<file path="src/rtl/updown_counter_ps.sv">
// updown_counter_ps
//   Up/down counter with a built-in prescaler. Everything runs on clk. The
//   prescaler produces a one-cycle step enable every PRESCALE cycles while
//   en is high. The counter supports a synchronous load, and at its limits
//   it either wraps or saturates. All outputs are registered.
//
//   Optional feature macro: UPDN_CNT_CMP_EN (registered compare against cmp_val).
//
// Parameters
//   WIDTH     counter width in bits (>= 2)
//   PRESCALE  clk cycles per count step (>= 1)
// Ports
//   clk        in   clock, rising edge
//   rst        in   synchronous active-high reset
//   en         in   count enable; the prescaler runs only while high
//   dir        in   1 = count up, 0 = count down
//   sat_mode   in   1 = saturate at limits, 0 = wrap
//   load       in   synchronous load strobe (overrides a step)
//   load_val   in   value written by load
//   cmp_val    in   compare value (only used with UPDN_CNT_CMP_EN)
//   q          out  counter value
//   tick       out  one-cycle pulse: a step was taken on this edge
//   tc         out  one-cycle pulse: a step hit a limit
//   cmp_match  out  level: q == cmp_val (0 without UPDN_CNT_CMP_EN)
module updown_counter_ps #(
    parameter int unsigned WIDTH    = 32,
    parameter int unsigned PRESCALE = 50_000_000
) (
    input  logic             clk,
    input  logic             rst,
    input  logic             en,
    input  logic             dir,
    input  logic             sat_mode,
    input  logic             load,
    input  logic [WIDTH-1:0] load_val,
    input  logic [WIDTH-1:0] cmp_val,
    output logic [WIDTH-1:0] q,
    output logic             tick,
    output logic             tc,
    output logic             cmp_match
);

    localparam int unsigned PW = (PRESCALE > 1) ? $clog2(PRESCALE) : 1;
    localparam logic [PW-1:0] P_LAST = PW'(PRESCALE - 1);

    logic [PW-1:0]    r_pcnt;
    logic [WIDTH-1:0] r_q;
    logic             r_tick;
    logic             r_tc;

    logic             w_step;
    logic             w_limit;
    logic             w_tc_next;
    logic [WIDTH-1:0] w_q_next;

    always_comb begin
        w_step    = en && (r_pcnt == P_LAST);
        w_limit   = dir ? (r_q == '1) : (r_q == '0);
        w_q_next  = r_q;
        w_tc_next = 1'b0;
        if (load) begin
            w_q_next = load_val;
        end else if (w_step) begin
            w_tc_next = w_limit;
            // A saturated step still counts as a step (tick), but q holds.
            if (!(w_limit && sat_mode)) begin
                if (dir) w_q_next = r_q + WIDTH'(1);
                else     w_q_next = r_q - WIDTH'(1);
            end
        end
    end

    always_ff @(posedge clk) begin
        if (rst) begin
            r_pcnt <= '0;
            r_q    <= '0;
            r_tick <= 1'b0;
            r_tc   <= 1'b0;
        end else begin
            r_q    <= w_q_next;
            r_tick <= w_step && !load;
            r_tc   <= w_tc_next;
            // A partial period is discarded on disable or load.
            if (!en || load || w_step) r_pcnt <= '0;
            else                       r_pcnt <= r_pcnt + PW'(1);
        end
    end

`ifdef UPDN_CNT_CMP_EN
    logic r_cmp;

    // Compares against the next q so that the match is valid alongside the new q.
    always_ff @(posedge clk) begin
        if (rst) r_cmp <= 1'b0;
        else     r_cmp <= (w_q_next == cmp_val);
    end

    assign cmp_match = r_cmp;
`else
    logic w_unused_cmp;
    assign w_unused_cmp = ^cmp_val;
    assign cmp_match    = 1'b0;
`endif

    assign q    = r_q;
    assign tick = r_tick;
    assign tc   = r_tc;

endmodule

</file>
<file path="config.mk">
export PLATFORM = sky130hd
export DESIGN_NAME = updown_counter_ps
export DESIGN_NICKNAME = d
export VERILOG_FILES = /design/src/rtl/updown_counter_ps.sv
export SDC_FILE = /design/constraint.sdc
export NUM_CORES = 1
export LEC_CHECK = 0
export ABC_CLOCK_PERIOD_IN_PS = 3400
export BUFFER_PORTS_ARGS = -buffer_cell sky130_fd_sc_hd__buf_2
export CORE_ASPECT_RATIO = 0.7
export CORE_MARGIN = 2
export CORE_UTILIZATION = 50
export DETAILED_ROUTE_END_ITERATION = 10
export PLACE_DENSITY = 0.78
export SETUP_SLACK_MARGIN = 0.02
export SLEW_MARGIN = 5
export SYNTH_ARGS = -nofsm -noshare
export SYNTH_HDL_FRONTEND = slang
export SYNTH_SLANG_ARGS = --single-unit
export TNS_END_PERCENT = 30
</file>
<file path="constraint.sdc">
create_clock -name clk -period 3.4 [get_ports clk]
set_input_delay 0.34 -clock clk [delete_from_list [all_inputs] [get_ports clk]]
set_output_delay 0.34 -clock clk [all_outputs]
set_load 0.02 [all_outputs]
</file>
* Word-level counts from Yosys, hierarchy flattened
Index checks and enable logic that the tools add are counted. Widths: inputs -> output; s select.
Word-level totals: output and inout port bits 35, word-level logic and storage cells 28, register bits after elaboration 60
Operators by class: equality and inequality tests 3, bitwise gates (word level) 1, reduce and logical (&&, ||, !) cells 12, mux-type cells 5, add/subtract/negate cells 3
Operators by type and width (count):
- $mux 32 | 4
- $add 32x1->32 const B | 1
- $eq 32x32->1 const B | 1
- $logic_not 32->1 | 1
- $sub 32x1->32 const B | 1
- $add 26x1->26 const B | 1
- $eq 26x26->1 const B | 1
- $logic_and 1x1->1 | 3
- $reduce_or 3->1 | 1
- $logic_not 1->1 | 2
- $logic_or 1x1->1 | 2
- $ne 2x2->1 const B | 1
- $reduce_and 2->1 | 1
- $reduce_bool 2->1 | 1
- $reduce_or 2->1 | 1
- $mux 1 | 1
- $not 1->1 | 1

* Longest topological paths before layout
depth after elaboration 6, depth in mapped cells 12

* Worst setup path before layout
OpenSTA, ideal clock, no wires.
path type input-to-reg, from in dir, to reg r_q[21], in the netlist q[21], arrival 3219 ps, setup slack 96 ps, stages 12, buffers on the path 1, path through inv_1 > ha_1 > buf_2 > nand3_2 > o32ai_1 > or3_1 > o221a_2 > o41ai_2 > nor3_2 > o21ai_1 > mux2_1 > a211oi_1
Between the ends: longest elaborated chain between the ends 4, elaborated cells on any way between the ends 8
Ends and longest elaborated chain:
- start: declaration | RTL line 32 | input logic dir,
- $mux 32 or $mux 1 (tied branches) | RTL line 67, 58
- $mux 32 or $logic_and 1x1->1 (tied branches) | RTL line 66 | if (!(w_limit && sat_mode)) begin
- $mux 32 or $ne 2x2->1 (tied branches)
- $mux 32 or $reduce_and 2->1 (tied branches)
- end signal: assignment | RTL line 80 | r_q <= w_q_next;
- end: declaration | RTL line 47 | logic [WIDTH-1:0] r_q;
Several ways; a longest one is shown, not always the timed one. The select of a mux whose other input is x is not followed. A chain may end at the register's enable or synchronous reset.

* Worst setup path in the final report
from in dir, to reg r_q[28], in the netlist q[28]
Same word-level chain as after synthesis.

==> out/qor.log <==
[outcome] result of the run finished clean
[setup_path] slowest stage cell, crit path ha_1
[global_routing] peak-usage layer in the global routing report met2
[synth] most instantiated library cell after synthesis nor2_1
[cts] clock sink total 60
[setup_path] critical path startpoint category input port
[cts] clock slew at reported path FFs 0.05 ns
[synth] share of the synthesized area in the top cell type 0.268
[synth] post-synth top area cell dfxtp_1
[floorplanning] die area 9740 sq um
[synth] share of synthesized registers carrying an async set or reset 0
[setup_path] sequence of cells on the critical path buf_2 > clkinvlp_4 > ha_1 > a21oi_1 > nor2_1 > a2111oi_1 > nand2_1 > a221o_1 > a31o_1 > and4_1 > o311ai_1 > o21ai_1
[floorplanning] Core ar. 8580 sq um
[drt] via count 4784
[global_routing] met1 GRT Util 0.418
[cts] maximum count of clock buffers along a single path 2
[cts] number of buffers added by the clock tree synthesis step 9
[final_layout] fillcell total 774
[setup_path] crit-path leading delay family compound AO/OA/AOI/OAI gates
[sta] Worst slew margin 0.559
[worst_hold_path] Min-Delay Path Class input port to flip-flop
[global_routing] met3 global-route usage 0.0934
[synth] number of synthesized flops with an enable pin 0
[setup_path] data arrival time of the critical path 3.34 ns
[sta] Worst Tran Pin Value 0.661 ns
[floorplanning] height of the chip 83.2 microns
[setup_path] worst endpoint required time 3.60 ns
[synth] leading post-synthesis cells by cell area dfxtp_1 27%, ha_1 8.7%, nor2_1 6.5%
[power_and_ir_drop] internal power 1.65 mW
[setup_path] Bufs and invs on worst path 2
[power_and_ir_drop] Combinational Power Share 0.209
[sta] time the worst path needs with I/O delays and setup 3.14 ns
[cts] root buffer selected by CTS clkbuf_16
[global_routing] number of antenna violations at the first check in global routing 0
[floorplanning] width of the chip 117 microns
[place] DP HPWL 10100 microns
[sta] Clock Skew 0.00616 ns
[drt] routed wire length per instance 17.5 microns
[floorplanning] initial cell density of the core 0.522
[power_and_ir_drop] part of the power in the clock network 0.462
[synth] synthesized area per cell 7.55 sq um
[final_layout] final core area utilization 0.621
[drt] post-detailed-route via-to-cell ratio 6.10
[global_routing] aggregate global routing overflow 0
[final_layout] layout-stage area growth over the synthesis result 19.0%
[sta] period utilisation layout 0.923
[power_and_ir_drop] power spent charging and discharging nets 674 uW
[global_routing] met2 usage in global routing 0.422
[final_layout] proportion of layout cells with a drive suffix above 1 0.164
[drt] number of design rule violations left after detail routing 0
[sta] achievable frequency 319 MHz
[global_routing] wire length of the first global-routing pass 22200 microns
[synth] number of nets produced by synthesis 695
[sta] Final Hold Viols 0
[setup_path] crit path max fanout 15
[power_and_ir_drop] fraction of power consumed by sequential logic 0.330
[setup_path] CP endpoint kind flip-flop
[drt] detailed-routing iteration count for the pre-antenna-repair pass 5
[sta] final-report setup violation count 0
[power_and_ir_drop] PD cells 437 nW/um^2
[power_and_ir_drop] static leakage 2.20 nW
[cts] # hold bufs at CTS 0
[synth] portion of the post-synthesis area used by sequential elements 0.268
[place] Port-buffer cells 71
[drt] number of DRC violations after detailed-routing iteration 0 355
[synth] top cell types by occurrence after synthesis 77 x nor2_1, 66 x nand2_1, 60 x dfxtp_1
[cts] latest clock arrival within the worst-skew pair 0.34 ns
[synth] synthesized instance count 593
[power_and_ir_drop] fraction of power spent switching nets 0.289
[sta] Worst Hold Slack 0.223 ns
[global_routing] pin count of the biggest net entering global routing 32
[setup_path] class of the most critical setup path input port to flip-flop
[synth] Primary FF master, synth dfxtp_1
[cts] H-Tree Level Count 3
[cts] total setup buffers inserted after CTS 0
[final_layout] Nets 762
[synth] number of warnings reported in the yosys synthesis log 0
[cts] Post-CTS Resized 0
[synth] Distinct cells, synth 62
[place] routability congestion estimate 0.974
[global_routing] vias in the first global route 4368
[synth] cell area after synthesis 4480 sq um
[power_and_ir_drop] Max VDD drop 0.418 mV
[final_layout] number of antenna diodes 0
[drt] Routed Wire Length 13700 microns
[sta] Pins Over Slew Limit 0
[floorplanning] site row count 28
[power_and_ir_drop] Power Total 2.33 mW
[global_routing] Overall Global Routing Usage 0.290
[synth] flip-flop and latch count after synthesis 60
[cts] TritonCTS clock tree yes
[setup_path] maximum single-stage delay on the critical path 0.49 ns
[floorplanning] Top-Level Pins 105
[drt] Post-DRT Antenna Nets 0
[flow_run] max-cap viol count 0
==> worst reg2reg max path, stage by stage, from the launching register on <==
cell and delay [ns]:
dfxtp_1 0.45, ha_1 0.38, nand4_1 0.17, nor2_1 0.07, a2111oi_1 0.35, nand2_1 0.23
a221o_1 0.36, a31o_1 0.27, and4_1 0.22, o311ai_1 0.27, o21ai_1 0.10
==> final cells by class <==
type / instances / area [sq um] / share of cell area
timing repair buffer: 84 / 465 / 0.0873
tap: 120 / 150 / 0.0282
clock buffer: 11 / 243 / 0.0456
inverter: 13 / 52.6 / 0.00986
sequential: 60 / 1200 / 0.225
clock inverter: 4 / 97.6 / 0.0183
multi-input combinational: 492 / 3120 / 0.585
==> logic make-up (layout without fill, tap and decap cells) <==
kind of cell / after synthesis / after routing / share of synthesized area
mux: 6 / 6 / 0.0140
other cells: 1 / 1 / 0.000837
xor+xnor: 47 / 47 / 0.0919
fa+ha+maj: 32 / 32 / 0.0911
buf+inv: 41 / 112 / 0.0369
simple gates: 246 / 246 / 0.263
compound gates: 160 / 160 / 0.234
flops: 60 / 60 / 0.268
==> registers in the layout, indices dropped and copies added (netlist names) <==
signal	count
tc	1
q	32
r_pcnt	26
tick	1
==> power by group through the flow <==
stage	logic, mW	registers [mW]	clock network, mW
floorplan	0.321	0.798	0
CTS	0.477	0.765	1.08
finish	0.486	0.767	1.07
global placement	0.460	0.778	0
global route	0.538	0.769	1.11
detailed placement	0.472	0.779	0
==> final timing paths <==
path | start | end | slack [ns] | depth (start not counted)
setup / recovery | dir | q[28]$_SDFFE_PP0P_ | 0.26 | 12
hold / removal | load_val[3] | q[3]$_SDFFE_PP0P_ | 0.22 | 3
setup reg to reg | q[12]$_SDFFE_PP0P_ | q[28]$_SDFFE_PP0P_ | 0.38 | 10
hold reg to reg | r_pcnt[0]$_SDFF_PP0_ | r_pcnt[0]$_SDFF_PP0_ | 0.47 | 1
==> per-stage QoR <==
stage	setup slack [ns]	cells	area [sq um]	TNS, ns
finish	0.261	784	5330	0
global route	-0.0192	784	5330	-0.0192
CTS	0.249	784	5320	0
detailed placement	-0.0683	769	4980	-0.157
global placement	-0.0190	769	4980	-0.0359
floorplan	0.0955	593	4480	0
==> cell usage in the layout (no fill, tap or decap), types with 13 or more instances in the layout <==
master and count:
o21ai_0 21, ha_1 31, nand2_1 66, nor2_1 77, a21oi_1 49, nor4_1 13
nand3_1 21, o21ai_1 17, xnor2_1 23, buf_2 71, dfxtp_1 60, nand4_1 19
xor2_1 24
==> per-layer routing <==
layer / up-vias / wire length [microns]
li1: 2292 / -
met1: 2215 / 6310
met2: 260 / 5790
met3: 17 / 1470
met4: 0 / 174
met5: - / 0
Power figures use the tool's default switching activity.
